### config.mk
export PLATFORM = sky130hd
export DESIGN_NAME = prng_mux_gen
export DESIGN_NICKNAME = d
export VERILOG_FILES = /design/src/rtl/prng_mux_gen.sv
export SDC_FILE = /design/constraint.sdc
export NUM_CORES = 1
export LEC_CHECK = 0
export CAP_MARGIN = 20
export CORE_MARGIN = 5
export CORE_UTILIZATION = 28
export DETAILED_ROUTE_END_ITERATION = 8
export GPL_TIMING_DRIVEN = 0
export PLACE_DENSITY = 0.52
export SYNTH_ARGS = -nofsm -noshare
export SYNTH_HDL_FRONTEND = slang
export SYNTH_SLANG_ARGS = --single-unit
### constraint.sdc
create_clock -name CLK -period 3.15 [get_ports CLK]
set_clock_uncertainty 0.05 [all_clocks]
set_input_delay 0.63 -clock CLK [delete_from_list [all_inputs] [get_ports CLK]]
set_output_delay 0.63 -clock CLK [all_outputs]
set_load 0.02 [all_outputs]
### src/rtl/prng_mux_gen.sv
// Pseudo-random generator: a 2N-bit data LFSR feeds N 2:1 selectors steered by an N-bit control LFSR.
// Samples are taken either free-running on a divided tick, or on demand through a REQ/BUSY/VALID handshake.
module prng_mux_gen #(
  parameter int unsigned    N         = 8,
  parameter logic [2*N-1:0] DATA_TAPS = 16'hD008,
  parameter logic [N-1:0]   CTRL_TAPS = 8'hB8,
  parameter logic [2*N-1:0] DATA_SEED = '0,
  parameter logic [N-1:0]   CTRL_SEED = '0,
  parameter int unsigned    TICK_DIV  = 50000000,
  parameter int unsigned    CTRL_STEP = 1,
  parameter int unsigned    ROUNDS    = 1
) (
  input  logic           CLK,
  input  logic           RST,
  input  logic           EN,
  input  logic           MODE,
  input  logic           REQ,
  input  logic           SEED_LD,
  input  logic [2*N-1:0] SEED_DATA,
  input  logic [N-1:0]   SEED_CTRL,
  output logic [N-1:0]   OUT,
  output logic           VALID,
  output logic           BUSY,
  output logic           TICK_TGL
);

  localparam int unsigned TW = (TICK_DIV > 1) ? $clog2(TICK_DIV) : 1;
  localparam int unsigned SW = (CTRL_STEP > 1) ? $clog2(CTRL_STEP) : 1;
  localparam int unsigned RW = (ROUNDS > 1) ? $clog2(ROUNDS) : 1;

  localparam logic [TW-1:0] TICK_LAST = TW'(TICK_DIV - 1);
  localparam logic [SW-1:0] SCNT_LAST = SW'(CTRL_STEP - 1);
  localparam logic [RW-1:0] RND_LAST  = RW'(ROUNDS - 1);

  typedef enum logic [1:0] {StIdle, StGen, StDone} state_e;

  state_e         state_q;
  logic [2*N-1:0] data_q;
  logic [N-1:0]   ctrl_q;
  logic [SW-1:0]  scnt_q;
  logic [TW-1:0]  tick_q;
  logic [RW-1:0]  round_q;
  logic [N-1:0]   out_q;
  logic           valid_q;
  logic           busy_q;
  logic           tgl_q;

  logic [2*N-1:0] data_step;
  logic [N-1:0]   ctrl_step;
  logic [SW-1:0]  scnt_step;
  logic [N-1:0]   out_mux;
  logic [2*N-1:0] seed_data_g;
  logic [N-1:0]   seed_ctrl_g;

  always_comb begin
    data_step = {data_q[2*N-2:0], ~^(data_q & DATA_TAPS)};
    ctrl_step = ctrl_q;
    scnt_step = scnt_q + SW'(1);
    if (scnt_q == SCNT_LAST) begin
      scnt_step = '0;
      ctrl_step = {ctrl_q[N-2:0], ~^(ctrl_q & CTRL_TAPS)};
    end
    out_mux = '0;
    for (int j = 0; j < N; j++) begin
      out_mux[j] = ctrl_q[j] ? data_q[2*j+1] : data_q[2*j];
    end
    // All-ones is the XNOR lock-up state, so it is never loaded.
    seed_data_g = (SEED_DATA == '1) ? '0 : SEED_DATA;
    seed_ctrl_g = (SEED_CTRL == '1) ? '0 : SEED_CTRL;
  end

  always_ff @(posedge CLK) begin
    if (RST) begin
      state_q <= StIdle;
      data_q  <= DATA_SEED;
      ctrl_q  <= CTRL_SEED;
      scnt_q  <= '0;
      tick_q  <= '0;
      round_q <= '0;
      out_q   <= '0;
      valid_q <= 1'b0;
      busy_q  <= 1'b0;
      tgl_q   <= 1'b0;
    end else if (SEED_LD) begin
      state_q <= StIdle;
      data_q  <= seed_data_g;
      ctrl_q  <= seed_ctrl_g;
      scnt_q  <= '0;
      tick_q  <= '0;
      round_q <= '0;
      valid_q <= 1'b0;
      busy_q  <= 1'b0;
    end else if (EN) begin
      valid_q <= 1'b0;
      unique case (state_q)
        StIdle: begin
          if (MODE) begin
            tick_q <= '0;
            if (REQ) begin
              state_q <= StGen;
              busy_q  <= 1'b1;
              round_q <= '0;
            end
          end else if (tick_q == TICK_LAST) begin
            tick_q  <= '0;
            tgl_q   <= ~tgl_q;
            data_q  <= data_step;
            ctrl_q  <= ctrl_step;
            scnt_q  <= scnt_step;
            state_q <= StDone;
          end else begin
            tick_q <= tick_q + TW'(1);
          end
        end
        StGen: begin
          data_q <= data_step;
          ctrl_q <= ctrl_step;
          scnt_q <= scnt_step;
          tick_q <= '0;
          if (round_q == RND_LAST) begin
            state_q <= StDone;
            busy_q  <= 1'b0;
          end else begin
            round_q <= round_q + RW'(1);
          end
        end
        StDone: begin
          // The LFSRs already hold the post-step values here.
          out_q   <= out_mux;
          valid_q <= 1'b1;
          state_q <= StIdle;
          tick_q  <= MODE ? '0 : tick_q + TW'(1);
        end
        default: state_q <= StIdle;
      endcase
    end else begin
      valid_q <= 1'b0;
    end
  end

  assign OUT      = out_q;
  assign VALID    = valid_q;
  assign BUSY     = busy_q;
  assign TICK_TGL = tgl_q;

endmodule

==> flow_results.org <==
** Outcome
- Status :: finished, final reports clean

** Setup path
- The largest individual stage delay along the critical path comes from the cell sky130_fd_sc_hd__nor3b_2.
- Grouping stages by cell kind, the critical path spends the most delay in buffers and inverters.
- STA puts the critical path data arrival time at 2.80 ns.
- STA classifies the critical path startpoint as a primary input.
- At the worst endpoint, the required time is between 3 and 4 ns.
- Cells on worst reg2reg path :: 7
- Of all nets on the critical path, the largest fanout is 10.
- Buffering stage count on the worst path with inverters included :: 3
- Count of cell instances traversed by the critical path :: 6
- Peak per-stage delay on the critical path :: approximately 0.65 ns
- Critical path start-end classification :: primary input to flip-flop
- Category of the worst setup path capture point :: flip-flop
- Worst-path cell chain :: clkdlybuf4s50_1 -> clkbuf_1 -> nor3b_2 -> buf_2 -> nor2_1 -> a211oi_1

** Timing
- # setup viols final :: 0
- Pins over their slew limit :: 0
- Setup repair after global routing left no endpoint under its margin.
- Final sum of negative setup slack :: 0 ns
- Slew at the pin closest to its max-slew limit :: 0.703 ns
- FMAX :: about 380 MHz
- The worst path meets setup with around 0.53 ns of slack.
- Slew headroom :: between 50% and 60%
- The hold violation count in the final report is 0.
- Crit share post-route :: roughly 83%
- Post-layout min period :: 2.62 ns

** Yosys
- After synthesis, flip-flops and latches occupy 37.6% of the total area.
- Yosys cell types :: 48
- Post-synthesis cell area :: 3350 sq um
- Total nets after synthesis :: a little over 400
- Avg Cell Area, Syn :: 9.01 sq um
- For this run, the leading register cell type out of synthesis is sky130_fd_sc_hd__dfxtp_1.
- By count the netlist is led by sky130_fd_sc_hd__nor2_1, sky130_fd_sc_hd__dfxtp_1, sky130_fd_sc_hd__a21oi_1, sky130_fd_sc_hd__nor2b_1.
- Post-synth EDFFs :: 0
- Yosys instantiated no cell more often than sky130_fd_sc_hd__nor2_1.
- Syn. warnings :: 0
- Of all cell types, the one taking the most synthesized area is sky130_fd_sc_hd__dfxtp_1.
- Proportion of synthesized flip-flops having asynchronous set or reset :: 0%
- Sorting the synthesized cells by area gives the leading types as sky130_fd_sc_hd__dfxtp_1, sky130_fd_sc_hd__a211oi_2, sky130_fd_sc_hd__nor2_1, sky130_fd_sc_hd__xnor2_1, sky130_fd_sc_hd__nor2b_1.
- Number of register bits inferred by synthesis :: 63
- Synthesized instance count :: 372
- The synthesized design devotes to its leading area cell type between 30% and 40% of total area.

** Place
- Counting tap cells, the placed design contains a total of ~560 instances.
- Routability-driven placement finished with a final weighted congestion of slightly below 0.8.
- Before CTS, the worst setup slack after placement is a little over 0.07 ns.
- IO Port Bufs :: 38
- Summed over all nets, the half-perimeter wirelength after detailed placement is roughly 6300 microns.
- After detailed placement, the total cell area comes to 3920 sq um.

** Die
- Die footprint :: 14300 sq um
- For this design the top-level I/O count stands at about 40.
- The region available for standard cell placement spans 11900 sq um.
- Initial standard-cell utilization of the core :: around 28%
- Placement Rows :: 40
- Die height :: between 100 and 150 microns
- Die outline width :: 119 microns

** CTS
- CTS hold repair buffers :: 0
- Deepest clock path buffer count :: 2
- Clock tree synthesis selected as its root buffer the cell sky130_fd_sc_hd__clkbuf_16.
- The later pin in the worst-skew pair is clocked with a latency of 0.33 ns.
- Clock tree from TritonCTS :: done
- Post-CTS sizing :: 0
- Total number of clock tree sinks :: 63
- Post-CTS Repair Setup Buffers :: 0
- Total clock buffers created by CTS :: 9
- CTS clock-pin slew for the worst setup and hold paths :: 0.06 ns
- Htree depth :: 3

** Run
- The tool flagged a number of max-cap violations equal to 0.

** Route
- In the final routed layout, each cell accounts on average for ~15 microns.
- DRT iter0 DRCs :: about 150
- For this run, the detailed router's first-pass iteration total came to 4.
- Total detailed-routing wirelength :: between 8000 and 9000 microns
- Vias/cell :: 4.88
- In this run the remaining antenna-violating nets after routing total 0.
- DRC viols :: 0
- The final route contains 2796 vias.

** Power and ir drop
- For this design the total switching power over the nets is 499 uW.
- Registers are responsible for 39.5% of the overall power.
- Internal power summed over all cells :: between 1.5 and 2 mW
- Switching power share of the total :: roughly a quarter
- Areal power density over the cells :: 506 nW/um^2
- In this run the static leakage power is 1.38 nW.
- Combinational logic burns a little over a tenth of the power.
- The clock network accounts for 50.0% of the total power.
- VDD sags by at most 0.000262 V.

** Final layout
- Of the cells placed in the final design, the portion with a size suffix greater than 1 is 15.5%.
- Ant diodes :: 0
- After routing the design area is 4240 sq um.
- Compared with the post-synthesis result, the final layout area differs by 26.5%.
- # nets final :: approximately 460
- Final std cells w/o fill :: about 570

** Global route
- The via count of the first global-routing pass is around 2700.
- Global-route wire length before repair :: between 10000 and 15000 microns
- GRT Resource Usage Total :: about an eighth
- Global route total overflow :: 0
- Antenna violations before repair :: 0
- Entering global routing, the biggest net connects 12 pins.

** Min path
- Classification of the worst-slack hold path :: flip-flop to flip-flop
- Along the worst hold path, the cell count comes to 2.
==> flip-flops by register name, summed over array words and instances (netlist names) <==
register,cells
BUSY,1
OUT,8
TICK_TGL,1
VALID,1
ctrl_q,8
data_q,16
state_q,2
tick_q,26
==> kinds of logic (layout without fill, tap and decap cells) <==
logic type / Yosys count / after routing / synth area share [%]
compound gates: 77 / 77 / 19.2
xor+xnor: 30 / 30 / 7.84
fa+ha+maj: 5 / 5 / 1.87
buf+inv: 30 / 84 / 4.97
flops: 63 / 63 / 37.6
mux: 8 / 8 / 2.39
simple gates: 159 / 159 / 26.1
==> tightest hold or removal path, delay by kind of cell, from the launching register on <==
family | cells | cell delay [ns]
AND/OR/NAND/NOR | 1 | 0.09
AO/OA/AOI/OAI | 1 | 0.05
flip-flops | 1 | 0.31
==> placed cells by master (no fill, tap or decap), types with 9 or more instances in the layout <==
cell                              netlist  layout
sky130_fd_sc_hd__dfxtp_1               63      63
sky130_fd_sc_hd__a21oi_1               31      31
sky130_fd_sc_hd__nor2_1                66      66
sky130_fd_sc_hd__clkbuf_16              0       9
sky130_fd_sc_hd__xnor2_1               24      24
sky130_fd_sc_hd__nor3_1                 9       9
sky130_fd_sc_hd__a211oi_2              24      24
sky130_fd_sc_hd__clkdlybuf4s50_1        0      38
sky130_fd_sc_hd__nand3_1                9       9
sky130_fd_sc_hd__nand2_1               15      15
sky130_fd_sc_hd__nor2b_1               25      25
sky130_fd_sc_hd__nand4_1               11      11
==> power by group through the flow <==
stage          Combinational (mW)  Sequential [mW]  Clock, mW
4_1_cts                     0.228            0.847       1.10
3_5_place_dp                0.227            0.864          0
2_1_floorplan               0.148            0.859          0
3_3_place_gp                0.225            0.864          0
6_report                    0.226            0.847       1.07
5_1_grt                     0.248            0.850       1.14
==> path summary, 6_finish.rpt <==
check | from | endpoint | slack (ns)
min | OUT[0]$_SDFFE_PP0P_ | OUT[0]$_SDFFE_PP0P_ | 0.44
min reg2reg | OUT[0]$_SDFFE_PP0P_ | OUT[0]$_SDFFE_PP0P_ | 0.44
max | SEED_LD | OUT[6]$_SDFFE_PP0P_ | 0.53
max reg2reg | tick_q[0]$_SDFFE_PP0P_ | data_q[9]$_SDFFE_PP0P_ | 1.06
==> metrics by stage <==
| step | hold slack, ns | total power [mW] | util, % |
|---|---|---|---|
| after global routing | 0.470 | 2.23 | 35.7 |
| after CTS | 0.450 | 2.18 | 35.7 |
| final | 0.444 | 2.15 | 35.7 |
| after floorplan | 0.417 | 1.01 | - |
| after global placement | 0.438 | 1.09 | 33.0 |
| after detailed placement | 0.442 | 1.09 | 33.0 |
==> layer usage <==
metal,GRT usage [%],up-vias,share of wire (%)
met5,0,-,0
met4,4.29,0,1.2
met3,2.90,9,3.9
met2,20.3,52,47
met1,15.8,1328,48
li1,-,1407,-
==> area by class of cell <==
| class | count | area [sq um] |
|---|---|---|
| tap | 147 | 184 |
| clock inverter | 5 | 81.3 |
| multi-input combinational | 279 | 1920 |
| inverter | 8 | 30.0 |
| clock buffer | 11 | 243 |
| fill | 1192 | 7620 |
| sequential | 63 | 1260 |
| buffer | 22 | 136 |
| timing repair buffer | 38 | 380 |
No activity file was read; power rests on OpenSTA's default activity.
